## src/rtl/scroll_addr_gen_if.sv

```systemverilog
// Scan-position, scroll-command and RAM-address signals between the VGA timing
// path and the scroll address generator.
interface scroll_addr_gen_if;
    logic [9:0]  h_cnt;
    logic [9:0]  v_cnt;
    logic        valid;
    logic        cmd_valid;
    logic [1:0]  cmd_dir;
    logic        auto_en;
    logic [1:0]  auto_dir;
    logic [16:0] pixel_addr;
    logic        pix_valid;
    logic [8:0]  x_off;
    logic [7:0]  y_off;
    logic        frame_tick;

    modport master (
        output h_cnt, v_cnt, valid, cmd_valid, cmd_dir, auto_en, auto_dir,
        input  pixel_addr, pix_valid, x_off, y_off, frame_tick
    );

    modport slave (
        input  h_cnt, v_cnt, valid, cmd_valid, cmd_dir, auto_en, auto_dir,
        output pixel_addr, pix_valid, x_off, y_off, frame_tick
    );
endinterface

```

## src/rtl/scroll_addr_gen.sv

```systemverilog
// Maps the 640x480 scan onto a 2x-doubled 320x240 image with wrap-around X/Y
// scrolling; offsets move only at the vertical-blanking frame tick.
module scroll_addr_gen #(
    parameter int IMG_W    = 320,
    parameter int IMG_H    = 240,
    parameter int H_ACT    = 640,
    parameter int V_ACT    = 480,
    parameter int STEP     = 1,
    parameter int BRAM_LAT = 1
) (
    input logic              clk,
    input logic              rst,
    scroll_addr_gen_if.slave bus
);
    localparam int          DLY     = 1 + BRAM_LAT;
    localparam logic [9:0]  IMG_W_C = 10'(IMG_W);
    localparam logic [9:0]  IMG_H_C = 10'(IMG_H);
    localparam logic [9:0]  V_ACT_C = 10'(V_ACT);
    localparam logic [9:0]  STEP_C  = 10'(STEP);

    typedef enum logic [1:0] {
        IDLE  = 2'd0,
        ARMED = 2'd1,
        APPLY = 2'd2
    } state_t;

    state_t           state_r, state_nxt_s;
    logic [1:0]       pend_dir_r, pend_dir_nxt_s;
    logic             rearm_r, rearm_nxt_s;
    logic             move_en_s;
    logic [1:0]       move_dir_s;
    logic [8:0]       x_off_r;
    logic [7:0]       y_off_r;
    logic             frame_tick_r;
    logic [16:0]      pixel_addr_r;
    logic [DLY-1:0]   vdly_r;
    logic [9:0]       x_sum_s, y_sum_s, x_s, y_s;
    logic [16:0]      addr_s;

    // Modular +/-STEP; one spare bit keeps the decrement from underflowing.
    function automatic logic [9:0] wrap_step(input logic [9:0] off,
                                             input logic       dec,
                                             input logic [9:0] dim);
        logic [9:0] r;
        if (dec) begin
            if (off < STEP_C) r = off + dim - STEP_C;
            else              r = off - STEP_C;
        end else begin
            r = off + STEP_C;
            if (r >= dim) r = r - dim;
        end
        return r;
    endfunction

    // Wrapped image coordinates and row-major address (y*320 as two shifts).
    always_comb begin
        x_sum_s = {1'b0, bus.h_cnt[9:1]} + {1'b0, x_off_r};
        y_sum_s = {1'b0, bus.v_cnt[9:1]} + {2'b00, y_off_r};
        if (x_sum_s >= IMG_W_C) x_s = x_sum_s - IMG_W_C;
        else                    x_s = x_sum_s;
        if (y_sum_s >= IMG_H_C) y_s = y_sum_s - IMG_H_C;
        else                    y_s = y_sum_s;
        addr_s = ({7'd0, y_s} << 8) + ({7'd0, y_s} << 6) + {7'd0, x_s};
    end

    // Address register, blanking-zeroed, plus the valid alignment delay line.
    always_ff @(posedge clk) begin
        if (rst) begin
            pixel_addr_r <= 17'd0;
            vdly_r       <= '0;
            frame_tick_r <= 1'b0;
        end else begin
            pixel_addr_r <= bus.valid ? addr_s : 17'd0;
            vdly_r       <= (vdly_r << 1) | DLY'(bus.valid);
            frame_tick_r <= (bus.v_cnt == V_ACT_C) && (bus.h_cnt == 10'd0);
        end
    end

    // Command FSM: a command seen on the tick cycle is kept for the next frame
    // (rearm), while the move on this tick uses the older pending direction.
    always_comb begin
        state_nxt_s    = state_r;
        pend_dir_nxt_s = pend_dir_r;
        rearm_nxt_s    = 1'b0;
        move_en_s      = 1'b0;
        move_dir_s     = pend_dir_r;
        case (state_r)
            IDLE: begin
                if (bus.cmd_valid) begin
                    state_nxt_s    = ARMED;
                    pend_dir_nxt_s = bus.cmd_dir;
                end else begin
                    state_nxt_s    = IDLE;
                end
                if (frame_tick_r && bus.auto_en) begin
                    move_en_s  = 1'b1;
                    move_dir_s = bus.auto_dir;
                end else begin
                    move_en_s  = 1'b0;
                end
            end
            ARMED: begin
                if (frame_tick_r) begin
                    move_en_s   = 1'b1;
                    state_nxt_s = APPLY;
                end else begin
                    state_nxt_s = ARMED;
                end
                if (bus.cmd_valid) begin
                    pend_dir_nxt_s = bus.cmd_dir;
                    rearm_nxt_s    = frame_tick_r;
                end else begin
                    rearm_nxt_s    = 1'b0;
                end
            end
            APPLY: begin
                if (bus.cmd_valid) begin
                    state_nxt_s    = ARMED;
                    pend_dir_nxt_s = bus.cmd_dir;
                end else if (rearm_r) begin
                    state_nxt_s    = ARMED;
                end else begin
                    state_nxt_s    = IDLE;
                end
            end
            default: begin
                state_nxt_s = IDLE;
            end
        endcase
    end

    // FSM state, pending direction and the scroll offsets.
    always_ff @(posedge clk) begin
        if (rst) begin
            state_r    <= IDLE;
            pend_dir_r <= 2'b00;
            rearm_r    <= 1'b0;
            x_off_r    <= 9'd0;
            y_off_r    <= 8'd0;
        end else begin
            state_r    <= state_nxt_s;
            pend_dir_r <= pend_dir_nxt_s;
            rearm_r    <= rearm_nxt_s;
            if (move_en_s) begin
                if (move_dir_s[1]) begin
                    y_off_r <= 8'(wrap_step({2'b00, y_off_r}, move_dir_s[0], IMG_H_C));
                end else begin
                    x_off_r <= 9'(wrap_step({1'b0, x_off_r}, move_dir_s[0], IMG_W_C));
                end
            end
        end
    end

    assign bus.pixel_addr = pixel_addr_r;
    assign bus.pix_valid  = vdly_r[DLY-1];
    assign bus.x_off      = x_off_r;
    assign bus.y_off      = y_off_r;
    assign bus.frame_tick = frame_tick_r;
endmodule

```

## src/flat_wrapper.sv

```systemverilog
// flat-port wrapper written by rule: the top's interface ports become plain ports
module scroll_addr_gen_flat 
#(
    parameter int IMG_W    = 320,
    parameter int IMG_H    = 240,
    parameter int H_ACT    = 640,
    parameter int V_ACT    = 480,
    parameter int STEP     = 1,
    parameter int BRAM_LAT = 1
)
  (clk, rst, bus_h_cnt, bus_v_cnt, bus_valid, bus_cmd_valid, bus_cmd_dir, bus_auto_en, bus_auto_dir, bus_pixel_addr, bus_pix_valid, bus_x_off, bus_y_off, bus_frame_tick);
  scroll_addr_gen_if bus_i ();
  input logic clk;
  input logic rst;
  input wire logic [$bits(bus_i.h_cnt)-1:0] bus_h_cnt;
  input wire logic [$bits(bus_i.v_cnt)-1:0] bus_v_cnt;
  input wire logic [$bits(bus_i.valid)-1:0] bus_valid;
  input wire logic [$bits(bus_i.cmd_valid)-1:0] bus_cmd_valid;
  input wire logic [$bits(bus_i.cmd_dir)-1:0] bus_cmd_dir;
  input wire logic [$bits(bus_i.auto_en)-1:0] bus_auto_en;
  input wire logic [$bits(bus_i.auto_dir)-1:0] bus_auto_dir;
  output wire logic [$bits(bus_i.pixel_addr)-1:0] bus_pixel_addr;
  output wire logic [$bits(bus_i.pix_valid)-1:0] bus_pix_valid;
  output wire logic [$bits(bus_i.x_off)-1:0] bus_x_off;
  output wire logic [$bits(bus_i.y_off)-1:0] bus_y_off;
  output wire logic [$bits(bus_i.frame_tick)-1:0] bus_frame_tick;
  assign bus_i.h_cnt = bus_h_cnt;
  assign bus_i.v_cnt = bus_v_cnt;
  assign bus_i.valid = bus_valid;
  assign bus_i.cmd_valid = bus_cmd_valid;
  assign bus_i.cmd_dir = bus_cmd_dir;
  assign bus_i.auto_en = bus_auto_en;
  assign bus_i.auto_dir = bus_auto_dir;
  assign bus_pixel_addr = bus_i.pixel_addr;
  assign bus_pix_valid = bus_i.pix_valid;
  assign bus_x_off = bus_i.x_off;
  assign bus_y_off = bus_i.y_off;
  assign bus_frame_tick = bus_i.frame_tick;
  scroll_addr_gen #(.IMG_W(IMG_W), .IMG_H(IMG_H), .H_ACT(H_ACT), .V_ACT(V_ACT), .STEP(STEP), .BRAM_LAT(BRAM_LAT)) u_core (.clk(clk), .rst(rst), .bus(bus_i));
endmodule
```

## config.mk

```make
export PLATFORM = sky130hd
export DESIGN_NAME = scroll_addr_gen_flat
export DESIGN_NICKNAME = d
export VERILOG_FILES = /design/src/rtl/scroll_addr_gen_if.sv /design/src/rtl/scroll_addr_gen.sv /design/src/flat_wrapper.sv
export SDC_FILE = /design/constraint.sdc
export NUM_CORES = 1
export LEC_CHECK = 0
export ABC_AREA = 1
export BUFFER_PORTS_ARGS = -buffer_cell sky130_fd_sc_hd__buf_2
export CORE_AREA = 2 2 124 126
export CTS_BUF_LIST = sky130_fd_sc_hd__clkbuf_16
export DETAILED_ROUTE_END_ITERATION = 12
export DIE_AREA = 0 0 126 128
export HOLD_SLACK_MARGIN = 0.12
export PLACE_DENSITY = 0.53
export SYNTH_ARGS = -nofsm -noshare
export SYNTH_HDL_FRONTEND = slang
export SYNTH_SLANG_ARGS = --single-unit
```

## constraint.sdc

```tcl
create_clock -name clk -period 7.2 [get_ports clk]
set_clock_uncertainty 0.05 [all_clocks]
set_input_delay 0.36 -clock clk [delete_from_list [all_inputs] [get_ports clk]]
set_output_delay 0.36 -clock clk [all_outputs]
set_load 0.02 [all_outputs]
```

==> reports/metrics.yaml <==
floorplan:
  core_um2: 14900
  rows: 45
  die_h_um: 128
  start_util_pct: 26.5
  die_x_um: 126
  dieArea_um2: 16100
  io_pins: 65
drt:
  vias_per_cell: 4.58
  drt-pass1-iter-count: 5
  ant_nets: 0
  vias: 3881
  drc: 0
  wirelength_mm: 10.7
  drt_iter0_markers: 190
  wl_per_cell_um: 12.6
clock_tree:
  cts_root_buf: "clkbuf_16"
  max-clock-path-buffers: 2
  cts_tree: "done"
  cts_setup_buffers: 0
  cts_made_buffers: 5
  clk_pin_slew_worst_paths_ps: 60
  h-tree-depth: 2
  cts-hold-fix-buffers: 0
  clk_latency_ps: 290
  cts.sinks: 42
  cts_resized: 0
cells_and_area:
  final_common_cell: "nand2_1"
  stdcell_area_um2: 4590
  final_cell_mix: "nand2_1 (118), inv_1 (86), buf_2 (64), nand3_1 (60), nor2_1 (52)"
  area_growth_pct: 16.7
  drive_above_1_share_pct: 15.0
  fill_cells: 1705
  n_antenna_cell: 0
  nNetsFinal: 737
critical_path:
  cp_max_fo: 8
  critical_path_class: "reg2reg"
  crit_arrival_ps: 4460
  crit_chain: "ha_1 > fa_1 > nand3_1 > nand3_1 > xnor2_1 > inv_1 > ha_1 > inv_1 > nor2_4 > nand2_2 > nand2_2 > mux2_1 > ha_1 > ha_1 > a21oi_1 > o21ai_0 > a21oi_1 > nor2_1 > o21ai_0 > nand2_1 > xor2_1 > and2_1"
  crit_family: "adder cells"
  worst_path_max_delay_cell: "fa_1"
  endpoint_kind: "flop"
  critPathLaunchType: "flop"
  cp_num_buf_inv: 2
  slowest_delay_ps: 430
  cp.required_ps: 7340
  path_common_cell: "ha_1"
synth:
  ys.warnings.count: 0
  synth_seq_cells: 42
  ys_async_sr_fraction_pct: 0
  synth.distinct_cells: 44
  synthFlopType: "dfxtp_1"
  syn_nets: 676
  synth.avg_cell_area_um2: 6.58
  seq_area_frac_synth_pct: 21.4
  syn-cell-area_um2: 3940
  synth_edf_count: 0
  postSynthCellCount: 598
pwr:
  ir_drop_uv: 75.9
  cellPowerDensity_nw_per_um2: 137
  switching_share_pct: 28.6
  switchingPower_uw: 180
  p_leak_uw: 0.00240
  seqPwrFrac_pct: 38.7
  p_clk_share_pct: 40.6
  p_comb_share_pct: 20.7
  p_int_uw: 450
  power_uw: 630
timing:
  final_max_slew_viol_count: 0
  fin_crit_ps: 4320
  fmax_ghz: 0.231
  setup_violations: 0
  tns_ps: 0
  rsz0062_at_grt: "false"
  maxSlewHeadroom_pct: 38.2
  worst_pin_slew_ps: 924
  period_share_pct: 60.0
  hold_viol: 0
  fin_ws_ps: 2880
flow_run:
  cap_viol_max_count: 0
global_routing:
  grt_pass1_wl_mm: 18.1
  grt_max_degree: 26
  grt_overflow: 0
  antenna_found_initial: 0
  grt_pass1_vias: 3685
  grt.total_usage_pct: 13.7
placement:
  pre_cts_ws_ps: 2820
  hpwl_mm: 8.66
  portBuffers: 64
  gp_congestion: 0.816
  dpl_cell_area_um2: 4430
outcome:
  status: "complete, no violations"
worst_hold_path:
  hold_class: "in2reg"
[metrics by stage]
stage,instances,hold WS (ps),util (%)
2_1_floorplan,598,338,-
3_3_place_gp,840,341,29.8
3_5_place_dp,840,345,29.8
4_1_cts,847,250,30.9
5_1_grt,847,239,30.9
6_report,847,243,30.9
[cell type report]
type | instances | area (um^2) | area share [%]
flip-flops and latches | 42 | 841 | 18.3
clock inverters | 2 | 33.8 | 0.735
well taps | 188 | 235 | 5.12
clock buffers | 5 | 125 | 2.72
repair buffers | 65 | 328 | 7.14
inverters | 94 | 353 | 7.68
multi-input cells | 451 | 2680 | 58.3
[power by group through the flow]
stage | sequential (uW) | combinational, uW | clock [uW]
after detailed placement | 250 | 130 | 0
after global routing | 245 | 150 | 270
after CTS | 244 | 132 | 263
after global placement | 249 | 131 | 0
after floorplan | 259 | 82.7 | 0
final | 244 | 130 | 256
[worst register-to-register path, stage by stage (launching register included)]
cell and delay (ps):
dfxtp_1 380, ha_1 270, fa_1 430, nand3_1 100, nand3_1 110, xnor2_1 140, inv_1 100, ha_1 170
inv_1 70, nor2_4 140, nand2_2 80, nand2_2 110, mux2_1 360, ha_1 280, ha_1 350, a21oi_1 160
o21ai_0 130, a21oi_1 210, nor2_1 60, o21ai_0 150, nand2_1 80, xor2_1 140, and2_1 130
[per-layer routing]
| layer | GRT usage, % | vias up | part of all wire (%) |
|---|---|---|---|
| met1 | 18.5 | 1728 | 50 |
| met3 | 1.88 | 7 | 3.6 |
| met5 | 0 | - | 0 |
| li1 | - | 2085 | - |
| met2 | 23.0 | 61 | 45 |
| met4 | 3.68 | 0 | 0.95 |
[worst paths after layout]
kind / start / endpoint / slack (ps) / cells past startpoint
worst max-delay path: u_core.bus.y_off[0] / u_core.bus.pixel_addr[14] / 2880 / 22
worst min-delay path: bus_v_cnt[0] / u_core.bus.frame_tick / 240 / 2
worst max register to register: u_core.bus.y_off[0] / u_core.bus.pixel_addr[14] / 2880 / 22
worst min register to register: u_core.vdly_r[0] / u_core.vdly_r[1] / 350 / 2
[cells in the mapped netlist, types with 4 or more instances]
| library cell | instances | area share (%) |
|---|---|---|
| nor4_1 | 5 | 0.79 |
| nor2_1 | 52 | 5.0 |
| nand4_1 | 6 | 0.95 |
| nand2_1 | 118 | 11 |
| dfxtp_1 | 42 | 21 |
| xor2_1 | 18 | 4.0 |
| a31oi_1 | 4 | 0.64 |
| o21ai_0 | 43 | 5.5 |
| nor3_1 | 4 | 0.51 |
| xnor2_1 | 5 | 1.1 |
| inv_1 | 86 | 8.2 |
| inv_2 | 8 | 0.76 |
| a21oi_1 | 48 | 6.1 |
| nand3_1 | 60 | 7.6 |
| o21ai_1 | 4 | 0.51 |
| fa_1 | 5 | 2.5 |
| clkbuf_1 | 4 | 0.38 |
| ha_1 | 44 | 14 |
| nand2_2 | 6 | 0.95 |
[sequential cells by signal, indices dropped and copies added, names as in the netlist]
register and cells:
u_core.bus.x_off 9, u_core.rearm_r 1, u_core.bus.pixel_addr 17, u_core.bus.y_off 8, u_core.state_r 2, u_core.pend_dir_r 2
u_core.bus.frame_tick 1, u_core.vdly_r 2
[logic make-up after synthesis]
| kind of cell | after synthesis | share of synthesized area (%) |
|---|---|---|
| XOR/XNOR | 24 | 5.53 |
| buffers and inverters | 105 | 10.6 |
| AND/OR/NAND/NOR | 264 | 30.2 |
| adder cells (fa/ha/maj) | 49 | 16.5 |
| AO/OA/AOI/OAI | 112 | 15.3 |
| multiplexers | 2 | 0.540 |
| flip-flops | 42 | 21.4 |
(Power assumes the default switching activity.)
